$ cat config.mk
export PLATFORM = sky130hd
export DESIGN_NAME = alu_exec_unit
export DESIGN_NICKNAME = d
export VERILOG_FILES = /design/src/rtl/alu_exec_unit.sv
export SDC_FILE = /design/constraint.sdc
export NUM_CORES = 1
export LEC_CHECK = 0
export CAP_MARGIN = 20
export CELL_PAD_IN_SITES_DETAIL_PLACEMENT = 0
export CELL_PAD_IN_SITES_GLOBAL_PLACEMENT = 1
export CORE_MARGIN = 4
export CORE_UTILIZATION = 49
export CTS_BUF_LIST = sky130_fd_sc_hd__clkbuf_4 sky130_fd_sc_hd__clkbuf_8
export DETAILED_ROUTE_END_ITERATION = 16
export PLACE_DENSITY = 0.95
export SYNTH_ARGS = -nofsm -noshare
export SYNTH_HDL_FRONTEND = slang
export SYNTH_SLANG_ARGS = --single-unit
$ cat constraint.sdc
create_clock -name Clock -period 6.4 [get_ports Clock]
set_input_delay 1.28 -clock Clock [delete_from_list [all_inputs] [get_ports Clock]]
set_output_delay 1.28 -clock Clock [all_outputs]
set_load 0.1 [all_outputs]
$ cat src/rtl/alu_exec_unit.sv
// ---------------------------------------------------------------------------
// alu_exec_unit
//   Execute stage that sits behind the 64x16 register file. It latches the
//   two read operands on a Start request, computes a result either in a
//   single EXEC cycle or in a multi-cycle shift-add multiplier, and presents
//   the result on the register file write port for one WB cycle.
//
//   Optional feature macro: ALU_MUL_EN
//     defined   : MUL state and shift-add datapath present (opcode 8 = MUL)
//     undefined : no multiplier; opcode 8 reports IllegalOp via EXEC
//
// Ports:
//   Clock, nReset          clock (rising edge), async active-low reset
//   Start                  request, accepted when the unit is free
//   Opcode, DestAddr       operation / writeback register, latched on accept
//   OperandA, OperandB     register file read data, latched on accept
//   Busy                   high from the cycle after accept through WB
//   Done                   one-cycle pulse in WB
//   WriteEnable            one-cycle pulse in WB for result-producing ops
//   WriteAddress/WriteData writeback address/data, held outside WB
//   FlagZ, FlagC, FlagN    zero, carry/borrow, negative
//   IllegalOp              pulses with Done for unsupported opcodes
// ---------------------------------------------------------------------------
module alu_exec_unit #(
  parameter int DATA_WIDTH = 16,
  parameter int ADDR_WIDTH = 6
) (
  input  logic                  Clock,
  input  logic                  nReset,
  input  logic                  Start,
  input  logic [3:0]            Opcode,
  input  logic [ADDR_WIDTH-1:0] DestAddr,
  input  logic [DATA_WIDTH-1:0] OperandA,
  input  logic [DATA_WIDTH-1:0] OperandB,
  output logic                  Busy,
  output logic                  Done,
  output logic                  WriteEnable,
  output logic [ADDR_WIDTH-1:0] WriteAddress,
  output logic [DATA_WIDTH-1:0] WriteData,
  output logic                  FlagZ,
  output logic                  FlagC,
  output logic                  FlagN,
  output logic                  IllegalOp
);

  localparam logic [3:0] OP_ADD = 4'd0;
  localparam logic [3:0] OP_SUB = 4'd1;
  localparam logic [3:0] OP_AND = 4'd2;
  localparam logic [3:0] OP_OR  = 4'd3;
  localparam logic [3:0] OP_XOR = 4'd4;
  localparam logic [3:0] OP_NOT = 4'd5;
  localparam logic [3:0] OP_SHL = 4'd6;
  localparam logic [3:0] OP_SHR = 4'd7;
  localparam logic [3:0] OP_MUL = 4'd8;
  localparam logic [3:0] OP_MOV = 4'd9;
  localparam logic [3:0] OP_NOP = 4'd15;

  typedef enum logic [1:0] {
    ST_IDLE = 2'd0,
    ST_EXEC = 2'd1,
    ST_MUL  = 2'd2,
    ST_WB   = 2'd3
  } state_t;

  state_t r_state;
  state_t w_state_nxt;

  logic [3:0]            r_opcode;
  logic [ADDR_WIDTH-1:0] r_dest;
  logic [DATA_WIDTH-1:0] r_a;
  logic [DATA_WIDTH-1:0] r_b;

  logic                      w_accept;
  logic                      w_mul_en;
  logic                      w_mul_last;
  logic [2*DATA_WIDTH-1:0]   w_prod;
  logic [DATA_WIDTH:0]       w_add;
  logic [DATA_WIDTH:0]       w_sub;
  logic [2*DATA_WIDTH-1:0]   w_shl;
  logic [2*DATA_WIDTH-1:0]   w_shr;
  logic [DATA_WIDTH-1:0]     w_res;
  logic                      w_carry;
  logic                      w_writes;
  logic                      w_illegal;

  // A new request is taken in IDLE or at the edge that ends WB (back-to-back).
  assign w_accept = Start && ((r_state == ST_IDLE) || (r_state == ST_WB));

  // Wide arithmetic so carry/borrow and shifted-out bits fall out directly.
  assign w_add = {1'b0, r_a} + {1'b0, r_b};
  assign w_sub = {1'b0, r_a} - {1'b0, r_b};
  assign w_shl = {{DATA_WIDTH{1'b0}}, r_a} << r_b[3:0];
  assign w_shr = {r_a, {DATA_WIDTH{1'b0}}} >> r_b[3:0];

`ifdef ALU_MUL_EN
  localparam int CNT_W = $clog2(DATA_WIDTH + 1);

  logic [2*DATA_WIDTH-1:0] r_mcand;
  logic [DATA_WIDTH-1:0]   r_mplier;
  logic [2*DATA_WIDTH-1:0] r_prod;
  logic [CNT_W-1:0]        r_cnt;

  assign w_mul_en = 1'b1;
  // DATA_WIDTH shift-add iterations, then one extra cycle to hand off the product.
  assign w_mul_last = (r_cnt == CNT_W'(DATA_WIDTH));
  assign w_prod = r_prod;

  // Shift-add multiplier datapath.
  always_ff @(posedge Clock or negedge nReset) begin
    if (!nReset) begin
      r_mcand  <= {(2*DATA_WIDTH){1'b0}};
      r_mplier <= {DATA_WIDTH{1'b0}};
      r_prod   <= {(2*DATA_WIDTH){1'b0}};
      r_cnt    <= {CNT_W{1'b0}};
    end else if (w_accept) begin
      r_mcand  <= {{DATA_WIDTH{1'b0}}, OperandA};
      r_mplier <= OperandB;
      r_prod   <= {(2*DATA_WIDTH){1'b0}};
      r_cnt    <= {CNT_W{1'b0}};
    end else if ((r_state == ST_MUL) && !w_mul_last) begin
      if (r_mplier[0]) begin
        r_prod <= r_prod + r_mcand;
      end
      r_mcand  <= r_mcand << 1;
      r_mplier <= r_mplier >> 1;
      r_cnt    <= r_cnt + CNT_W'(1);
    end
  end
`else
  assign w_mul_en   = 1'b0;
  assign w_mul_last = 1'b1;
  assign w_prod     = {(2*DATA_WIDTH){1'b0}};
`endif

  // Operand / control latch on accept.
  always_ff @(posedge Clock or negedge nReset) begin
    if (!nReset) begin
      r_opcode <= 4'd0;
      r_dest   <= {ADDR_WIDTH{1'b0}};
      r_a      <= {DATA_WIDTH{1'b0}};
      r_b      <= {DATA_WIDTH{1'b0}};
    end else if (w_accept) begin
      r_opcode <= Opcode;
      r_dest   <= DestAddr;
      r_a      <= OperandA;
      r_b      <= OperandB;
    end
  end

  // FSM state register.
  always_ff @(posedge Clock or negedge nReset) begin
    if (!nReset) begin
      r_state <= ST_IDLE;
    end else begin
      r_state <= w_state_nxt;
    end
  end

  // FSM next-state logic.
  always_comb begin
    w_state_nxt = r_state;
    case (r_state)
      ST_IDLE, ST_WB: begin
        if (w_accept) begin
          w_state_nxt = ((Opcode == OP_MUL) && w_mul_en) ? ST_MUL : ST_EXEC;
        end else begin
          w_state_nxt = ST_IDLE;
        end
      end
      ST_EXEC: w_state_nxt = ST_WB;
      ST_MUL: begin
        if (w_mul_last) begin
          w_state_nxt = ST_WB;
        end else begin
          w_state_nxt = ST_MUL;
        end
      end
      default: w_state_nxt = ST_IDLE;
    endcase
  end

  // Single-cycle result, carry and op classification.
  always_comb begin
    w_res     = {DATA_WIDTH{1'b0}};
    w_carry   = 1'b0;
    w_writes  = 1'b1;
    w_illegal = 1'b0;
    case (r_opcode)
      OP_ADD: begin w_res = w_add[DATA_WIDTH-1:0]; w_carry = w_add[DATA_WIDTH]; end
      OP_SUB: begin w_res = w_sub[DATA_WIDTH-1:0]; w_carry = w_sub[DATA_WIDTH]; end
      OP_AND: w_res = r_a & r_b;
      OP_OR:  w_res = r_a | r_b;
      OP_XOR: w_res = r_a ^ r_b;
      OP_NOT: w_res = ~r_a;
      OP_SHL: begin w_res = w_shl[DATA_WIDTH-1:0]; w_carry = w_shl[DATA_WIDTH]; end
      OP_SHR: begin w_res = w_shr[2*DATA_WIDTH-1:DATA_WIDTH]; w_carry = w_shr[DATA_WIDTH-1]; end
      OP_MOV: w_res = r_b;
      OP_NOP: w_writes = 1'b0;
      // MUL only reaches EXEC when the multiplier is not built in.
      OP_MUL: begin w_writes = 1'b0; w_illegal = 1'b1; end
      default: begin w_writes = 1'b0; w_illegal = 1'b1; end
    endcase
  end

  // Registered handshake, writeback port and flags.
  always_ff @(posedge Clock or negedge nReset) begin
    if (!nReset) begin
      Busy         <= 1'b0;
      Done         <= 1'b0;
      WriteEnable  <= 1'b0;
      IllegalOp    <= 1'b0;
      WriteAddress <= {ADDR_WIDTH{1'b0}};
      WriteData    <= {DATA_WIDTH{1'b0}};
      FlagZ        <= 1'b0;
      FlagC        <= 1'b0;
      FlagN        <= 1'b0;
    end else begin
      Busy        <= (w_state_nxt != ST_IDLE);
      Done        <= (w_state_nxt == ST_WB);
      WriteEnable <= 1'b0;
      IllegalOp   <= 1'b0;
      if (r_state == ST_EXEC) begin
        IllegalOp <= w_illegal;
        if (w_writes) begin
          WriteEnable  <= 1'b1;
          WriteAddress <= r_dest;
          WriteData    <= w_res;
          FlagZ        <= (w_res == {DATA_WIDTH{1'b0}});
          FlagC        <= w_carry;
          FlagN        <= w_res[DATA_WIDTH-1];
        end
      end else if ((r_state == ST_MUL) && w_mul_last) begin
        WriteEnable  <= 1'b1;
        WriteAddress <= r_dest;
        WriteData    <= w_prod[DATA_WIDTH-1:0];
        FlagZ        <= (w_prod[DATA_WIDTH-1:0] == {DATA_WIDTH{1'b0}});
        FlagC        <= |w_prod[2*DATA_WIDTH-1:DATA_WIDTH];
        FlagN        <= w_prod[DATA_WIDTH-1];
      end
    end
  end

endmodule

# Word-level counts from Yosys, hierarchy flattened
# Index checks and enable logic that the tools add are counted.
dict set report totals {
  out_inout_bits 29
  ff_bits 73
  elab_cells 72
}
dict set report op_classes {
  mux 24
  bitwise 4
  n_addsub 2
  shift 2
  n_eq_ne 14
  reduce_logical 12
}
# op n
set ops {}
lappend ops {{case mux 16 bit (9 select lines)} 1}
lappend ops {{two-way mux 16 bit} 3}
lappend ops {{>> shifter 32 x 4 -> 32 bit} 1}
lappend ops {{two-way mux 6 bit} 3}
lappend ops {{adder 16 x 16 -> 17 bit} 1}
lappend ops {{<< shifter 16 x 4 -> 17 bit} 1}
lappend ops {{subtractor 16 x 16 -> 17 bit} 1}
lappend ops {{bitwise AND 16 bit} 1}
lappend ops {{== test 4 x 3 -> 1 bit (second input constant)} 4}
lappend ops {{zero test 16 bit} 1}
lappend ops {{NOT 16 bit} 1}
lappend ops {{OR 16 bit} 1}
lappend ops {{XOR 16 bit} 1}
lappend ops {{two-way mux 1 bit} 15}
lappend ops {{OR reduction 10 bit} 1}
lappend ops {{OR reduction 9 bit} 1}
lappend ops {{== test 4 x 2 -> 1 bit (second input constant)} 2}
lappend ops {{== test 4 bit (second input constant)} 2}
lappend ops {{== test 2 bit (second input constant)} 3}
lappend ops {{== test 4 x 1 -> 1 bit (second input constant)} 1}
lappend ops {{zero test 4 bit} 1}
lappend ops {{case mux 1 bit (4 select lines)} 1}
lappend ops {{case mux 2 bit (2 select lines)} 1}
lappend ops {{nonzero test 2 bit} 2}
lappend ops {{other kinds (7)} 8}

# Depth between registers and ports, before layout
# Gate-level depths: netlist of run 1.
dict set report logic_depth {
  ltp_word 6
  ltp_mapped 14
  mapped_depth_nobuf 13
}

# Worst setup path before layout of run 1
# OpenSTA, ideal clock, no wires.
dict set report synth_path {
  kind {register -> register}
  startpoint {register r_b[2]}
  endpoint {register FlagZ}
  stages_incl_launch_ff 14
  path_slack_ns 2.273
  n_path_buf 2
  setup_time_ns 0.092
  required_time_ns 6.308
  arrival_time_ns 4.036
  period_less_slack_ns 4.127
  path_cell_list {dfrtp_1 -> buf_2 -> inv_1 -> buf_1 -> ha_1 -> nand2b_1 -> a2111o_1 -> a2111oi_2 -> o21ai_1 -> a221oi_1 -> o221ai_1 -> or4b_1 -> or4_1 -> o31ai_2}
}
dict set report synth_between {
  elab_chain_len 5
  elab_cells_between_ends 11
  classes_between {2 x add/sub; 2 x shift; 3 x mux; 3 x bitwise; 1 x reduce/logical}
}
# element line_no
set synth_rtl {}
lappend synth_rtl {{start: declaration} 71} ;# logic [DATA_WIDTH-1:0] r_b;
lappend synth_rtl {{start signal: assignment} 141} ;# r_b <= {DATA_WIDTH{1'b0}};
lappend synth_rtl {{start signal: assignment} 146} ;# r_b <= OperandB;
lappend synth_rtl {{subtractor 16 x 16 -> 17 bit (tied with other cells)} 91} ;# assign w_sub = {1'b0, r_a} - {1'b0, r_b};
lappend synth_rtl {{case mux 16 bit (9 select lines) *} 188} ;# case (r_opcode)
lappend synth_rtl {{zero test 16 bit *} 228} ;# FlagZ <= (w_res == {DATA_WIDTH{1'b0}});
lappend synth_rtl {{two-way mux 1 bit *} 224} ;# if (w_writes) begin
lappend synth_rtl {{two-way mux 1 bit *} 222} ;# if (r_state == ST_EXEC) begin
lappend synth_rtl {{end signal: assignment} 228}
lappend synth_rtl {{end signal: assignment} 236} ;# FlagZ <= (w_prod[DATA_WIDTH-1:0] == {DATA_WIDTH{1'b0}});
lappend synth_rtl {{end: declaration} 40} ;# output logic FlagZ,
# Every way passes the cells marked *; elsewhere a longest branch is shown, timed or not. The select of a mux whose other input is x is not followed.
# A chain may end at the register's enable or synchronous reset.

# Worst setup path after layout of run 1
dict set report layout_path {
  startpoint {register r_b[0]}
  endpoint {register FlagZ}
}
# Same word-level chain as after synthesis.

==> impl_metrics.env, run 1 <==
export IMPL_outcome="finished, final reports clean"
export IMPL_numCtsBuffers=9
export IMPL_grt_ovfl_total=0
export IMPL_cts_tree="done"
export IMPL_synth_seq_cells=71
export IMPL_areaGrowthSynthToFinish_pct=13.9
export IMPL_clk_pin_slew_worst_paths_ns=0.09
export IMPL_r2r_cells=13
export IMPL_core_mm2=0.0139
export IMPL_yosys_area_share_simple_pct=14.0
export IMPL_io_pins=74
export IMPL_rsz0062_at_grt="false"
export IMPL_synth_area_per_cell_um2=8.93
export IMPL_synth_xor_xnor_area_share_pct=0.250
export IMPL_slew_viol_final=0
export IMPL_crit_fanout=21
export IMPL_synth_compound_gate_area_share_pct=24.6
export IMPL_antenna_left=0
export IMPL_period_minus_slack_ns=4.67
export IMPL_synth_top_family_by_area="compound AO/OA/AOI/OAI gates"
export IMPL_die_area_mm2=0.0163
export IMPL_vias=6885
export IMPL_yosys_warnings=0
export IMPL_cts_sinks=71
export IMPL_ctsHoldBuffers=0
export IMPL_drtIter0Drc=1027
export IMPL_track_usage_pct=31.6
export IMPL_drive_above_1_share_pct=14.8
export IMPL_hold_class="register to register"
export IMPL_reg2reg_to="FlagZ"
export IMPL_startpoint="r_b[0]"
export IMPL_async_flop_share_pct=100
export IMPL_grt_pass1_wl_um=39600
export IMPL_dp_hpwl_um=18800
export IMPL_grt_max_degree=72
export IMPL_synth_top_flop_cell="dfrtp_1"
export IMPL_synth_cells=785
export IMPL_timing_slew_headroom_pct=31.1
export IMPL_r2r_slack_ns=1.73
export IMPL_finClkSkew_ns=0.0128
export IMPL_clkLatencyLatePin_ns=0.39
export IMPL_setup_violations=0
export IMPL_drcViolationCount=0
export IMPL_synth_area_mm2=0.00701
export IMPL_max_freq_mhz=214
export IMPL_n_antenna_cell=0
export IMPL_die_y_um=128
export IMPL_port_buffers=73
export IMPL_synth_cell_types=82
export IMPL_synth_edff_count=0
export IMPL_cp_required_ns=6.70
export IMPL_antenna_found_initial=0
export IMPL_tightest_slew_ns=1.03
export IMPL_synthAdderAreaFrac_pct=9.67
export IMPL_initial_core_util_pct=50.3
export IMPL_fin_crit_sh_pct=73.0
export IMPL_synth_mux_area_share_pct=18.8
export IMPL_synth_nets=883
export IMPL_max_cap_violations=0
export IMPL_grt_pass1_vias=6755
export IMPL_dr_pass1_iters=6
export IMPL_wl_um=25700
export IMPL_hold_viol_final=0
export IMPL_nets=913
export IMPL_setup_tns_ns=0
export IMPL_r2r_start="r_b[0]"
export IMPL_postCtsSetupRepairBufs=0
export IMPL_max_clock_path_buffers=2
export IMPL_wl_per_cell_um=25.7
export IMPL_synth_seq_area_share_pct=25.3
export IMPL_hold_start="WriteData[8]"
export IMPL_root_buffer="clkbuf_8"
export IMPL_end_kind="register"
export IMPL_ctsResizeCount=0
export IMPL_die_w_um=128
export IMPL_globalplace_congestion=0.993
export IMPL_arrival_ns=4.97
export IMPL_worstHoldPathCells=2
export IMPL_num_rows=43
export IMPL_critPathKind="register to register"
export IMPL_h_tree_depth=3
export IMPL_holdPathEnd="WriteData[8]"
export IMPL_viasPerCell=6.89
export IMPL_crit_path_start_kind="register"
-- cells by family after synthesis --
group | Yosys count
buf+inv | 125
fa+ha+maj | 53
flops | 71
xor+xnor | 2
mux | 96
compound gates | 242
simple gates | 196
-- per-stage QoR --
| step | cell area, um2 | cells | hold WS, ns | utilization, % | setup slack [ns] |
|---|---|---|---|---|---|
| CTS | 7980 | 999 | 0.496 | 57.2 | 1.80 |
| detailed placement | 7790 | 983 | 0.473 | 55.9 | 1.84 |
| global route | 7990 | 1000 | 0.507 | 57.3 | 1.56 |
| finish | 7990 | 1000 | 0.489 | 57.3 | 1.73 |
| global placement | 7790 | 983 | 0.462 | 55.9 | 1.94 |
| floorplan | 7010 | 785 | 0.474 | - | 2.27 |
-- worst max-delay path, stage by stage, from the launching register on --
cell	delay (ns)
dfrtp_1	0.89
buf_4	0.40
ha_1	0.22
inv_1	0.06
fa_1	0.44
nor2_1	0.11
o32ai_1	0.09
a21oi_1	0.20
o21ai_0	0.18
a2111o_1	0.32
or4_1	0.42
or4b_1	0.49
or4_1	0.52
o31ai_2	0.23
-- cells in the final DEF, fill, tap and decap left out, drive strengths merged, types with 12 or more instances in the layout --
master / netlist / final
mux4: 22 / 22
inv: 57 / 62
o21ai: 41 / 41
mux2i: 21 / 21
buf: 32 / 15
nand2: 34 / 34
nand3: 14 / 14
a21oi: 53 / 53
ha: 51 / 51
dfrtp: 71 / 71
a211oi: 15 / 15
clkdlybuf4s50: 0 / 72
nor2: 69 / 69
nand2b: 12 / 12
mux2: 53 / 53
nor3: 19 / 19
-- how the worst max path moves through the flow --
stage | slack, ns | end
finish | 1.73 | FlagZ
global route | 1.56 | FlagZ
CTS | 1.80 | FlagZ
detailed placement | 1.84 | FlagZ
global placement | 1.94 | FlagZ
floorplan | 2.27 | FlagZ
-- area by class of cell --
class	instances	area [um2]
Clock inverter	7	61.3
Timing Repair Buffer	87	837
Tap cell	180	225
Fill cell	1247	5950
Inverter	57	214
Multi-Input combinational cell	589	4750
Clock buffer	9	124
Sequential cell	71	1780
-- per-layer routing --
layer  track usage (%)  part of all wire (%)  up-vias
li1                  -                     -     3004
met1              43.9                    41     3350
met2              49.2                    45      460
met3              6.15                    10       71
met4              11.6                   3.8        0
met5                 0                     0        -
-- registers in the layout, indices dropped and copies added, names as in the netlist --
register / flops
FlagZ: 1
r_dest: 6
WriteData: 16
FlagC: 1
WriteEnable: 1
IllegalOp: 1
r_b: 16
r_state: 2
r_opcode: 4
Done: 1
r_a: 16
WriteAddress: 6
-- Yosys cell counts (all sizes together) (15+ instances only) --
cell    count  area, um2
mux2i      21        210
clkbuf     36        135
ha         51        638
nor2       69        259
a21oi      53        269
buf        32        166
mux2       53        601
o21ai      41        205
inv        57        214
mux4       22        507
dfrtp      71       1780
a211oi     15        113
nand2      34        128
nor3       19       95.1
Power of run 1 is not shown: default switching activity piles up to over one toggle a cycle in this logic, so the estimate is an artifact.
==> inputs of run 2 (changes only) <==
--- a/config.mk
+++ b/config.mk
@@ -9,10 +9,10 @@
 export CELL_PAD_IN_SITES_DETAIL_PLACEMENT = 0
 export CELL_PAD_IN_SITES_GLOBAL_PLACEMENT = 1
 export CORE_MARGIN = 4
-export CORE_UTILIZATION = 49
+export CORE_UTILIZATION = 41
 export CTS_BUF_LIST = sky130_fd_sc_hd__clkbuf_4 sky130_fd_sc_hd__clkbuf_8
 export DETAILED_ROUTE_END_ITERATION = 16
-export PLACE_DENSITY = 0.95
+export PLACE_DENSITY = 0.89
 export SYNTH_ARGS = -nofsm -noshare
 export SYNTH_HDL_FRONTEND = slang
 export SYNTH_SLANG_ARGS = --single-unit
==> constraint.sdc (replaced) <==
create_clock -name Clock -period 4.18 [get_ports Clock]
set_input_delay 0.836 -clock Clock [delete_from_list [all_inputs] [get_ports Clock]]
set_output_delay 0.836 -clock Clock [all_outputs]
set_load 0.1 [all_outputs]
==> impl_metrics.env, run 2 (same netlist as run 1, synthesis figures left out) <==
export IMPL_outcome="finished, final reports clean"
export IMPL_h_tree_depth=3
export IMPL_antenna_found_initial=0
export IMPL_die_area_mm2=0.0193
export IMPL_antenna_left=0
export IMPL_num_fill_cells=1588
export IMPL_io_pins=74
export IMPL_wl_um=24300
export IMPL_hold_class="register to register"
export IMPL_hold_viol_final=0
export IMPL_period_minus_slack_ns=3.96
export IMPL_cp_required_ns=4.48
export IMPL_setup_tns_ns=0
export IMPL_clkLatencyLatePin_ns=0.39
export IMPL_rsz0062_at_grt="false"
export IMPL_slowest_delay_ns=0.57
export IMPL_timing_slew_headroom_pct=19.6
export IMPL_drcViolationCount=0
export IMPL_vias=6821
export IMPL_n_antenna_cell=0
export IMPL_arrival_ns=4.26
export IMPL_reg_top3="WriteData (16), r_a (16), r_b (16)"
export IMPL_root_buffer="clkbuf_8"
export IMPL_slew_viol_final=0
export IMPL_final_common_cell="clkdlybuf4s50_1"
export IMPL_critPathKind="register to register"
export IMPL_ctsResizeCount=0
export IMPL_finClkSkew_ns=0.0141
export IMPL_critPathBufInv=1
export IMPL_wl_per_cell_um=22.6
export IMPL_fin_crit_sh_pct=94.6
export IMPL_max_clock_path_buffers=2
export IMPL_postCtsSetupRepairBufs=0
export IMPL_grt_pass1_vias=6369
export IMPL_cts_tree="done"
export IMPL_num_rows=47
export IMPL_grt_pass1_wl_um=37100
export IMPL_cts_sinks=71
export IMPL_areaGrowthSynthToFinish_pct=19.2
export IMPL_setup_violations=0
export IMPL_initial_core_util_pct=42.1
export IMPL_whs_ns=0.492
export IMPL_drtIter0Drc=964
export IMPL_viasPerCell=6.36
export IMPL_grt_max_degree=72
export IMPL_ctsHoldBuffers=0
export IMPL_nets=946
export IMPL_crit_slowest_cell="or4b_1"
export IMPL_globalplace_congestion=0.972
export IMPL_clk_pin_slew_worst_paths_ns=0.10
export IMPL_path_cells="ha_1, inv_1, fa_1, nand2b_1, a2111o_1, a2111oi_4, o21ai_1, a221oi_1, o221ai_1, or4b_1, or4_1, o31ai_2"
export IMPL_dp_hpwl_um=18000
export IMPL_die_w_um=139
export IMPL_core_mm2=0.0166
export IMPL_max_cap_violations=0
export IMPL_numCtsBuffers=9
export IMPL_crit_fanout=5
export IMPL_max_freq_mhz=253
export IMPL_end_kind="register"
export IMPL_port_buffers=73
export IMPL_layout_common_cells="clkdlybuf4s50_1 (72), dfrtp_1 (69), nor2_1 (69)"
export IMPL_tightest_slew_ns=1.19
export IMPL_crit_family="compound AO/OA/AOI/OAI gates"
export IMPL_die_y_um=139
export IMPL_grt_ovfl_total=0
export IMPL_dr_pass1_iters=7
export IMPL_track_usage_pct=24.4
export IMPL_drive_above_1_share_pct=18.1
export IMPL_crit_path_start_kind="register"
==> run 2: final timing paths <==
path	from	end	slack, ns	cells after the start
max in group asynchronous	nReset	r_a[1]	2.96	1
setup reg to reg	r_b[0]	FlagZ	0.22	12
min in group asynchronous	nReset	r_b[9]	0.57	1
hold reg to reg	WriteData[13]	WriteData[13]	0.49	2
setup / recovery	r_b[0]	FlagZ	0.22	12
hold / removal	WriteData[13]	WriteData[13]	0.49	2
==> run 2: worst min-delay path, stage by stage, from the launching register on <==
cell	delay [ns]
dfrtp_1	0.35
nand2_1	0.05
o21ai_0	0.06
==> run 2: routing by layer <==
metal  track usage (%)  part of all wire [%]  up-vias
li1                  -                     -     3079
met1              34.9                    43     3331
met2              36.2                    45      368
met3              6.34                   9.9       43
met4              7.42                   2.3        0
met5                 0                     0        -
==> run 2: layout make-up <==
class                           count  area (um2)  share of cell area (%)
Timing Repair Buffer              120        1120                    13.4
Clock inverter                      7         103                    1.23
Multi-Input combinational cell    589        4750                    56.8
Inverter                           57         214                    2.56
Sequential cell                    71        1780                    21.3
Tap cell                          220         275                    3.29
Clock buffer                        9         124                    1.48
==> run 2: through the flow <==
stage          cells  instance area (um2)  setup WS (ns)  utilization [%]
2_1_floorplan    785                 7010         0.0526                -
3_3_place_gp    1057                 8120          0.312             48.8
3_5_place_dp    1057                 8120          0.169             48.8
4_1_cts         1073                 8350          0.140             50.2
5_1_grt         1073                 8360         0.0383             50.2
6_report        1073                 8360          0.225             50.2
Power of run 2 is left out for the same reason.
==> edit (settings of run 1) <==
The parameter `ADDR_WIDTH` goes from 6 to 8.
--- a/src/rtl/alu_exec_unit.sv
+++ b/src/rtl/alu_exec_unit.sv
@@ -24,5 +24,5 @@
 module alu_exec_unit #(
   parameter int DATA_WIDTH = 16,
-  parameter int ADDR_WIDTH = 6
+  parameter int ADDR_WIDTH = 8
 ) (
   input  logic                  Clock,
Interface: changed (resized DestAddr and WriteAddress); port bits go from 74 to 78. No check against the original RTL was run, so the function may have changed too.
==> edit against run 1 <==
Hold slack got worse by 0.017 ns. Area after synthesis grew 4.5%. Final area grew 5.5%. Die area is 4.2% higher. Sequential cell count increased by 4. Wire length decreased by 6.4%. Worst setup slack worse by 0.030 ns. Critical endpoint unchanged.
Power is left out: the tool's default activity adds up to more than one toggle a clock period on the data nets, which glitch-free logic cannot reach.
==> edit: results (changes against run 1) <==
Status = completed (unchanged)
Minimum setup slack after placement = 1.77 ns (was 1.84 ns)
DRT Pass-1 Iters = 5 (was 6)
Relative slew margins = 32.7% (was 31.1%)
Highest fanout seen on the critical path = 20 (was 21)
Pin count of the biggest net entering global routing = 57 (was 72)
Count of buffers from port buffering = 77 (was 73)
Endpoint arrival time on the critical path = 5.03 ns (was 4.97 ns)
DP Area = 0.00817 mm^2 (was 0.00779 mm^2)
Global-route track usage on met1 = 40.7% (was 43.9%)
Multi-input gates = 643 (was 589)
Average wire per cell in the routed design = 22.4 um (was 25.7 um)
Met3 GRT Util = 5.03% (was 6.15%)
Avg Cell Area, Syn = 8.62 um^2 (was 8.93 um^2)
Half-perimeter wire length of the detailed placement result = 17.6 mm (was 18.8 mm)
Post-layout nets = 984 (was 913)
Sequential area share after synthesis = 25.6% (was 25.3%)
Detailed Route Iter0 Violations = 914 (was 1027)
Average via count per standard cell = 6.58 (was 6.89)
Clk_skew = 0.0159 ns (was 0.0128 ns)
Count of inverters not on the clock network in the layout = 63 (was 57)
Area fraction of clock buffers and clock inverters = 2.73% (was 2.32%)
Post-route worst hold slack = 0.471 ns (was 0.489 ns)
Number of library cell types mapped by synthesis = 78 (was 82)
Met2 WL = 10.8 mm (was 11.6 mm)
Multi-input gate share of total cell area = 58.8% (was 59.4%)
FILL cells = 1319 (was 1247)
Area added between synthesis and finish = 15.0% (was 13.9%)
Max incr delay on CP = 0.65 ns (was 0.89 ns)
Critical Path Slowest Stage Cell = dfrtp_2 (was dfrtp_1)
Wire length of the first global-routing pass = 36.9 mm (was 39.6 mm)
Sequential cell count = 75 (was 71)
Met3 routed wirelength = 2.24 mm (was 2.56 mm)
Top FF cell, synth = dfrtp_1 (unchanged)
Post-route met1 wirelength = 10.2 mm (was 10.5 mm)
Commonest cells in the synthesized netlist = nand2_1 (77), dfrtp_1 (75), inv_1 (60) (was dfrtp_1 (71), nor2_1 (69), inv_1 (55))
Register area = 0.00188 mm^2 (was 0.00178 mm^2)
Signal buffers = 92 (was 87)
Syn Nets = 950 (was 883)
Global placer's final weighted congestion = 0.982 (was 0.993)
All-Layer GR Usage = 28.4% (was 31.6%)
Number of global-route vias before repair = 6490 (was 6755)
Met2 usage = 42.7% (was 49.2%)
[edit: cell types whose count changed after synthesis, sizes merged, moves of 7 or more]
cell | run 1 | this run
nand3 | 14 | 32
nor2b | 6 | 13
nor2 | 69 | 54
buf | 32 | 20
clkbuf | 36 | 49
nand2 | 34 | 77
mux2i | 21 | 28
a21oi | 53 | 41
[edit: final timing paths]
kind | startpoint | slack [ns] | cells past startpoint | end
setup reg to reg | r_b[1] | 1.70 | 11 | FlagZ
hold / removal | r_dest[3] | 0.47 | 2 | WriteAddress[3]
max in group asynchronous | nReset | 4.64 | 2 | WriteData[8]
hold reg to reg | r_dest[3] | 0.47 | 2 | WriteAddress[3]
min in group asynchronous | nReset | 0.76 | 1 | WriteData[1]
setup / recovery | r_b[1] | 1.70 | 11 | FlagZ
[edit: kinds of logic after synthesis]
group,synth area share (%)
buffers and inverters,7.22
AOI/OAI and AO/OA,20.0
DFF,25.6
and+or+nand+nor,18.9
adders and majority gates,9.26
muxes,18.2
xor gates and xnor gates,0.837
